--- src/rtl/buffer_read_counter_unit_pkg.sv ---
// Shared types and default sizing for the buffer read counter unit.
// The request-entry struct matches the default field widths.
package buffer_read_counter_unit_pkg;

   localparam int NUM_PU_DEF         = 1;
   localparam int D_TYPE_W_DEF       = 2;
   localparam int RD_SIZE_W_DEF      = 20;
   localparam int PU_ID_W_DEF        = $clog2(NUM_PU_DEF) + 1;
   localparam int BUFFER_D_TYPE_DEF  = 1;
   localparam int RQ_FIFO_ADDR_W_DEF = 3;

   typedef enum logic {
      ST_IDLE   = 1'b0,
      ST_ACTIVE = 1'b1
   } brc_state_t;

   typedef struct packed {
      logic [RD_SIZE_W_DEF-1:0] size;
      logic [PU_ID_W_DEF-1:0]   pu_id;
   } rd_req_entry_t;

endpackage

--- src/rtl/buffer_read_counter_unit_request_fifo.sv ---
// Synchronous FIFO holding queued read requests; pushes into a full FIFO are dropped.
// Extra pointer MSB distinguishes full from empty.
module buffer_read_counter_unit_request_fifo #(
   parameter int DATA_W = 21,
   parameter int ADDR_W = 3
) (
   input  logic              clk,
   input  logic              reset_n,
   input  logic              push,
   input  logic [DATA_W-1:0] wr_data,
   input  logic              pop,
   output logic [DATA_W-1:0] rd_data,
   output logic              full,
   output logic              empty
);

   localparam int DEPTH = 2 ** ADDR_W;

   logic [DATA_W-1:0] mem [DEPTH];
   logic [ADDR_W:0]   wr_ptr;
   logic [ADDR_W:0]   rd_ptr;
   logic              do_push;
   logic              do_pop;

   assign empty   = (wr_ptr == rd_ptr);
   assign full    = (wr_ptr[ADDR_W] != rd_ptr[ADDR_W]) &&
                    (wr_ptr[ADDR_W-1:0] == rd_ptr[ADDR_W-1:0]);
   assign do_push = push && !full;
   assign do_pop  = pop && !empty;
   assign rd_data = mem[rd_ptr[ADDR_W-1:0]];

   always_ff @(posedge clk or negedge reset_n) begin
      if (!reset_n) begin
         wr_ptr <= '0;
         rd_ptr <= '0;
      end else begin
         if (do_push) wr_ptr <= wr_ptr + 1'b1;
         if (do_pop)  rd_ptr <= rd_ptr + 1'b1;
      end
   end

   always_ff @(posedge clk) begin
      if (do_push) mem[wr_ptr[ADDR_W-1:0]] <= wr_data;
   end

endmodule

--- src/rtl/buffer_read_counter_unit.sv ---
// Queues buffer-type read requests and counts consumer pops of each one in order,
// flagging the final word of every request.
//
//   state     | meaning
//   ----------+-----------------------------------------------------------
//   ST_IDLE   | no request being served; loads the FIFO head when present
//   ST_ACTIVE | serving cur_size words for pu_id; counts buffer_read_pop
module buffer_read_counter_unit
   import buffer_read_counter_unit_pkg::*;
#(
   parameter int                  NUM_PU         = NUM_PU_DEF,
   parameter int                  D_TYPE_W       = D_TYPE_W_DEF,
   parameter int                  RD_SIZE_W      = RD_SIZE_W_DEF,
   parameter int                  PU_ID_W        = $clog2(NUM_PU) + 1,
   parameter logic [D_TYPE_W-1:0] BUFFER_D_TYPE  = D_TYPE_W'(BUFFER_D_TYPE_DEF),
   parameter int                  RQ_FIFO_ADDR_W = RQ_FIFO_ADDR_W_DEF
) (
   input  logic                 clk,
   input  logic                 reset_n,
   input  logic                 rd_req,
   input  logic [RD_SIZE_W-1:0] rd_req_size,
   input  logic [PU_ID_W-1:0]   rd_req_pu_id,
   input  logic [D_TYPE_W-1:0]  rd_req_d_type,
   input  logic                 buffer_read_empty,
   input  logic                 buffer_read_pop,
   output logic                 buffer_read_req,
   output logic                 buffer_read_last,
   output logic [PU_ID_W-1:0]   pu_id
);

   localparam int                   ENTRY_W  = RD_SIZE_W + PU_ID_W;
   localparam logic [RD_SIZE_W-1:0] SIZE_ONE = RD_SIZE_W'(1);

   logic                 fifo_push;
   logic                 fifo_pop;
   logic                 fifo_full;
   logic                 fifo_empty;
   logic [ENTRY_W-1:0]   fifo_wr_data;
   logic [ENTRY_W-1:0]   fifo_rd_data;
   logic [RD_SIZE_W-1:0] head_size;
   logic [PU_ID_W-1:0]   head_pu_id;

   brc_state_t           state;
   brc_state_t           state_nxt;
   logic [RD_SIZE_W-1:0] cur_size;
   logic [RD_SIZE_W-1:0] cur_size_nxt;
   logic [RD_SIZE_W-1:0] counter;
   logic [RD_SIZE_W-1:0] counter_nxt;
   logic [PU_ID_W-1:0]   pu_id_nxt;
   logic                 at_last_word;

   // Only buffer-type reads are tracked; everything else passes by untouched.
   assign fifo_push    = rd_req && (rd_req_d_type == BUFFER_D_TYPE);
   assign fifo_wr_data = {rd_req_size, rd_req_pu_id};
   assign {head_size, head_pu_id} = fifo_rd_data;
   assign at_last_word = (counter == (cur_size - SIZE_ONE));

   buffer_read_counter_unit_request_fifo #(
      .DATA_W (ENTRY_W),
      .ADDR_W (RQ_FIFO_ADDR_W)
   ) u_request_fifo (
      .clk     (clk),
      .reset_n (reset_n),
      .push    (fifo_push),
      .wr_data (fifo_wr_data),
      .pop     (fifo_pop),
      .rd_data (fifo_rd_data),
      .full    (fifo_full),
      .empty   (fifo_empty)
   );

   always_ff @(posedge clk or negedge reset_n) begin
      if (!reset_n) begin
         state    <= ST_IDLE;
         cur_size <= '0;
         counter  <= '0;
         pu_id    <= '0;
      end else begin
         state    <= state_nxt;
         cur_size <= cur_size_nxt;
         counter  <= counter_nxt;
         pu_id    <= pu_id_nxt;
      end
   end

   always_comb begin
      state_nxt        = state;
      cur_size_nxt     = cur_size;
      counter_nxt      = counter;
      pu_id_nxt        = pu_id;
      fifo_pop         = 1'b0;
      buffer_read_req  = 1'b0;
      buffer_read_last = 1'b0;
      case (state)
         ST_IDLE: begin
            // A zero-length head is popped and dropped without touching pu_id.
            if (!fifo_empty) begin
               fifo_pop = 1'b1;
               if (head_size != '0) begin
                  cur_size_nxt = head_size;
                  pu_id_nxt    = head_pu_id;
                  counter_nxt  = '0;
                  state_nxt    = ST_ACTIVE;
               end
            end
         end
         ST_ACTIVE: begin
            buffer_read_req = !buffer_read_empty;
            if (buffer_read_pop) begin
               counter_nxt = counter + SIZE_ONE;
               if (at_last_word) begin
                  buffer_read_last = 1'b1;
                  state_nxt        = ST_IDLE;
               end
            end
         end
         default: state_nxt = ST_IDLE;
      endcase
   end

endmodule

--- config.mk ---
export PLATFORM = sky130hd
export DESIGN_NAME = buffer_read_counter_unit
export DESIGN_NICKNAME = d
export VERILOG_FILES = /design/src/rtl/buffer_read_counter_unit_pkg.sv /design/src/rtl/buffer_read_counter_unit_request_fifo.sv /design/src/rtl/buffer_read_counter_unit.sv
export SDC_FILE = /design/constraint.sdc
export NUM_CORES = 1
export LEC_CHECK = 0
export CORE_AREA = 2 2 166 168
export DETAILED_ROUTE_END_ITERATION = 16
export DIE_AREA = 0 0 168 170
export PLACE_DENSITY = 0.56
export SYNTH_ARGS = -nofsm -noshare
export SYNTH_HDL_FRONTEND = slang
export SYNTH_SLANG_ARGS = --single-unit
export TNS_END_PERCENT = 1
--- constraint.sdc ---
create_clock -name clk -period 6.1 [get_ports clk]
set_input_delay 0.61 -clock clk [delete_from_list [all_inputs] [get_ports clk]]
set_output_delay 0.61 -clock clk [all_outputs]
set_load 0.02 [all_outputs]
Word level (Yosys, flattened, before mapping)
Memory sizes are Yosys's and may differ from the RTL's.
Cells that the tools add are included.
Word-level totals
  flip-flop bits (word level): 50
  memory bits (writable): 168
  input bits: 28
  output and inout bits: 3
  logic and storage cells: 48
  memories kept: 1
Cells by class
  $add $sub $neg: 4
  equal/unequal tests: 8
  mux-type cells: 17
  bitwise gates (word level): 2
  reduce and logical (&&, ||, !) cells: 10
Memories
  u_request_fifo.mem: depth 8, width 21, read ports 1, clocked after Yosys merged registers in 0, write ports 1, line buffer_read_counter_unit_request_fifo.sv:19  | logic [DATA_W-1:0] mem [DEPTH];
Operator list (count)
  2-to-1 mux 20 bit: 3
  case mux 20 bit (2 select lines): 1
  adder 20 x 1 -> 20 bit (second input constant): 1
  equality test 20 bit: 1
  nonzero test 20 bit: 1
  subtractor 20 x 1 -> 20 bit (second input constant): 1
  2-to-1 mux 1 bit: 12
  adder 4 x 1 -> 4 bit (second input constant): 2
  inequality test 2 bit (second input constant): 3
  AND reduction 3 bit: 2
  equality test 4 bit: 1
  logical AND 1 bit: 4
  equality test 3 bit: 1
  logical NOT 1 bit: 3
  equality test 2 x 1 -> 1 bit (second input constant): 1
  NOT 1 bit: 2
  case mux 1 bit (2 select lines): 1
  inequality test 1 bit: 1

Logic depth before layout (Yosys ltp)
  depth after elaboration: 6
  depth in mapped cells: 11

By module
Synthesis repeated with hierarchy kept, for this count alone.
Second synthesis, totals
  cell total of the unflattened synthesis: 611
  area, all modules: 9550.4 µm²
By module, submodules not included
  buffer_read_counter_unit_request_fifo: instances 1, cells each 300, area each 6957.9 µm², sequential area each 5245.0 µm²
  buffer_read_counter_unit: instances 1, cells each 311, area each 2592.5 µm², sequential area each 1051.0 µm²

Least setup slack after synthesis
OpenSTA, ideal clock, no wires.
  path type: register to register
  from: register u_request_fifo.rd_ptr[2]
  to: memory u_request_fifo.mem[2][0] (enable)
  data arrival time: 3.284 ns
  data required time: 5.675 ns
  slack: 2.390 ns
  cell stages (with the launch flop): 8
  period minus slack after synthesis: 3.710 ns
  path through: dfrtp_1 -> clkbuf_1 -> buf_1 -> xor2_1 -> nor4_1 -> nor3_1 -> nand2_1 -> nor3_1
Between the ends
  longest elaborated chain between the ends: 6
Ends and longest elaborated chain
  start, declared: line buffer_read_counter_unit_request_fifo.sv:21  | logic [ADDR_W:0] rd_ptr;
  start signal, assigned: line buffer_read_counter_unit_request_fifo.sv:38  | if (do_pop) rd_ptr <= rd_ptr + 1'b1;
  equality test 3 bit: line buffer_read_counter_unit_request_fifo.sv:27  | (wr_ptr[ADDR_W-1:0] == rd_ptr[ADDR_W-1:0]);
  logical AND 1 bit: line buffer_read_counter_unit_request_fifo.sv:26  | assign full = (wr_ptr[ADDR_W] != rd_ptr[ADDR_W]) &&
  logical NOT 1 bit: line buffer_read_counter_unit_request_fifo.sv:28  | assign do_push = push && !full;
  logical AND 1 bit: line buffer_read_counter_unit_request_fifo.sv:28
  2-to-1 mux 1 bit: line buffer_read_counter_unit_request_fifo.sv:43  | if (do_push) mem[wr_ptr[ADDR_W-1:0]] <= wr_data;
  2-to-1 mux 1 bit (not written as such): line buffer_read_counter_unit_request_fifo.sv:43
  end, declared: line buffer_read_counter_unit_request_fifo.sv:19
No other way between the ends.

Final worst setup path
  from: register cur_size[0]
  to: output port buffer_read_last
Between the ends
  longest elaborated chain between the ends: 5
Ends and longest elaborated chain
  start, declared: line buffer_read_counter_unit.sv:45  | logic [RD_SIZE_W-1:0] cur_size;
  start signal, assigned: line buffer_read_counter_unit.sv:80  | cur_size <= cur_size_nxt;
  subtractor 20 x 1 -> 20 bit: line buffer_read_counter_unit.sv:56  | assign at_last_word = (counter == (cur_size - SIZE_ONE));
  equality test 20 bit: line buffer_read_counter_unit.sv:56
  2-to-1 mux 1 bit: line buffer_read_counter_unit.sv:111  | if (at_last_word) begin
  2-to-1 mux 1 bit: line buffer_read_counter_unit.sv:109  | if (buffer_read_pop) begin
  2-to-1 mux 1 bit: line buffer_read_counter_unit.sv:94  | case (state)
  end, declared: line buffer_read_counter_unit.sv:27  | output logic buffer_read_last,
No other way between the ends.

==> flow_metrics.env <==
export IMPL_outcome="completed"
export IMPL_path_class="flop to output port"
export IMPL_syn_inst=579
export IMPL_first_pass_iters=4
export IMPL_overflow=0
export IMPL_cts_htree_levels=1
export IMPL_worstReg2RegEnd="cur_size[1]"
export IMPL_nets=650
export IMPL_post_cts_buffers=0
export IMPL_leakage_uw=0.00368
export IMPL_fin_crit_ps=4610
export IMPL_rsz0062_at_grt="no"
export IMPL_core_area_um2=26700
export IMPL_wl_per_cell_um=19.9
export IMPL_synth_nets=611
export IMPL_netlist_area_um2=9250
export IMPL_irDropWorstVdd_mv=0.242
export IMPL_cp_required_ps=5490
export IMPL_r2r_start="u_request_fifo.rd_ptr[1]"
export IMPL_ys_flop_type="edfxtp_1"
export IMPL_cts_hold_buf=0
export IMPL_max_freq_mhz=217
export IMPL_num_vias=4982
export IMPL_grt_pass1_vias=5233
export IMPL_clkSinkCount=218
export IMPL_ant_nets=0
export IMPL_yosysUniqueCellTypes=53
export IMPL_relSlewSlack_pct=24.4
export IMPL_finalSetupViolCount=0
export IMPL_grt_start_max_net_pins=51
export IMPL_fin_tns_setup_ps=0
export IMPL_clock_path_buffers=3
export IMPL_clock_latency_ps=530
export IMPL_fin_crit_sh_pct=75.6
export IMPL_portBuffers=30
export IMPL_clock_power_share_pct=44.1
export IMPL_antenna_cells=0
export IMPL_clk_pin_slew_ps=60
export IMPL_drt_iter0_markers=389
export IMPL_yosysSeqAreaShare_pct=68.1
export IMPL_fillers=2393
export IMPL_worst_pin_slew_ps=1120
export IMPL_grt_usage_pct=13.8
export IMPL_numCtsBuffers=25
export IMPL_drv_cap=0
export IMPL_internal_power_uw=2700
export IMPL_antenna_found_initial=0
export IMPL_vias_per_cell=5.10
export IMPL_endpoint_kind="output port"
export IMPL_layout_cells_non_filler=977
export IMPL_drc=0
export IMPL_pwr_share_seq_pct=49.9
export IMPL_synth_top_area_cell="edfxtp_1"
export IMPL_synth_top_area_share_pct=54.5
export IMPL_grt_pass1_wl_um=30400
export IMPL_r2r_slack_ps=2200
export IMPL_p_per_area_nw_per_um2=323
export IMPL_die_y_um=170
export IMPL_hold_viol=0
export IMPL_cts_root_buf="clkbuf_16"
export IMPL_cts_tree="yes"
export IMPL_cp_start_kind="flop"
export IMPL_switchingPower_uw=777
export IMPL_synth_enable_flop_cells=168
export IMPL_switching_share_pct=22.3
export IMPL_slew_viol_final=0
export IMPL_drive_gt1_share_pct=17.1
export IMPL_die_w_um=168
export IMPL_cts_resized_gates=0
export IMPL_p_comb_share_pct=6.1
export IMPL_rows=60
export IMPL_syn_area_per_cell_um2=16.0
export IMPL_routed_wl_um=19500
export IMPL_start_util_pct=34.7
export IMPL_dieArea_um2=28600
export IMPL_hpwl_um=12000
export IMPL_dp_cells=932
export IMPL_startpoint="cur_size[0]"
export IMPL_num_io_pins=31
export IMPL_critical_path_arrival_ps=4000
export IMPL_hold_class="primary input to asynchronous set/reset pin"
export IMPL_yosys_register_bits=218
export IMPL_ys_top_cells_by_area="edfxtp_1 (55%), dfrtp_1 (14%), mux4_2 (10%)"
export IMPL_finClkSkew_ps=13.4
export IMPL_async_reset_ff_share_pct=22.9
export IMPL_synthToLayoutAreaGrowth_pct=16.7
export IMPL_routabilityCongestion=0.788
export IMPL_yosys_warnings=0
export IMPL_critical_path_peak_fanout=6
export IMPL_ff2ff_path_depth=7
[worst max-delay path: stages (launching register included)]
cell             delay, ps
dfrtp_1                420
inv_1                   90
ha_1                   280
or4b_2                 660
nor3_1                 370
nand2_1                100
o211ai_1               170
o211ai_1               120
a2111oi_1              540
clkdlybuf4s50_1        700
[Yosys cell counts, types with 2 or more instances]
master and count:
a211oi_1 2, a21o_1 2, a21oi_1 4, and2_1 2, and3_1 4, buf_1 4
buf_2 5, buf_6 5, clkbuf_1 10, dfrtp_1 50, edfxtp_1 168, ha_1 4
inv_1 6, mux2_2 2, mux2i_1 22, mux4_2 42, nand2_1 45, nand2b_1 6
nand3_1 13, nand4_1 13, nand4b_1 2, nor2_1 42, nor2b_1 3, nor3_1 10
nor4_1 7, o211ai_1 2, o21ai_0 21, o22ai_1 3, o31ai_1 2, or2_2 3
or3_1 4, or3b_2 2, or4_1 2, xnor2_1 22, xor2_1 27
[worst max-delay path by stage]
stage	cells past startpoint	endpoint	slack [ps]
finish	9	buffer_read_last	1490
global route	9	buffer_read_last	1190
CTS	9	buffer_read_last	1470
detailed placement	9	buffer_read_last	2050
global placement	9	buffer_read_last	2100
floorplan	7	u_request_fifo.mem[2][0]	2390
[routing by layer]
layer  wire length, um  vias up  GRT usage [%]
li1                  -     2291              -
met1              8500     2533           18.5
met2              9560      127           23.4
met3               957       31           2.26
met4               440        0           3.71
met5                 0        -              0
[flip-flops by register name, summed over array words and instances, names as in the netlist]
name and flops:
u_request_fifo.rd_ptr 4, u_request_fifo.mem 168, counter 20, pu_id 1
u_request_fifo.wr_ptr 4, state 1, cur_size 20
[cell usage in the layout, fill, tap and decap left out, types with 22 or more instances in the layout]
cell | netlist | layout
clkbuf_16 | 0 | 25
clkdlybuf4s50_1 | 0 | 29
dfrtp_1 | 50 | 48
edfxtp_1 | 168 | 168
mux2i_1 | 22 | 22
mux4_2 | 42 | 42
nand2_1 | 45 | 45
nor2_1 | 42 | 36
xnor2_1 | 22 | 22
xor2_1 | 27 | 27
[metrics by stage]
stage | hold WS [ps] | utilization, % | setup slack [ps] | instance area [um^2] | power [uW]
6_report | 177 | 40.5 | 1490 | 10800 | 3480
2_1_floorplan | 314 | - | 2390 | 9250 | 1870
3_3_place_gp | 479 | 37.3 | 2100 | 9940 | 1970
3_5_place_dp | 483 | 37.3 | 2050 | 9940 | 1980
5_1_grt | 248 | 40.5 | 1190 | 10800 | 3610
4_1_cts | 209 | 40.5 | 1470 | 10800 | 3520
[kinds of logic (layout without fill, tap and decap cells)]
kind of cell	after synthesis	in the layout	synth area share, %
adders and majority gates	4	4	0.541
AOI/OAI and AO/OA	44	44	2.96
muxes	66	66	12.9
buffers and inverters	31	88	1.77
xor gates and xnor gates	50	50	4.88
and+or+nand+nor	166	166	8.92
DFF	218	218	68.1
[area by class of cell]
type                    instances  area [um^2]  share of cell area, %
flip-flops and latches        218         6300                   58.4
well taps                     341          427                   3.95
multi-input cells             330         2840                   26.4
repair buffers                 37          348                   3.22
inverters                       6         22.5                  0.209
clock inverters                15          195                   1.81
clock buffers                  30          654                   6.07
[power groups by stage]
stage	sequential, uW	combinational [uW]	clock [uW]
after floorplan	1740	135	0
after global placement	1760	206	0
after detailed placement	1770	214	0
after CTS	1740	215	1570
after global routing	1740	235	1630
final	1740	211	1530
Power figures use the tool's default switching activity.
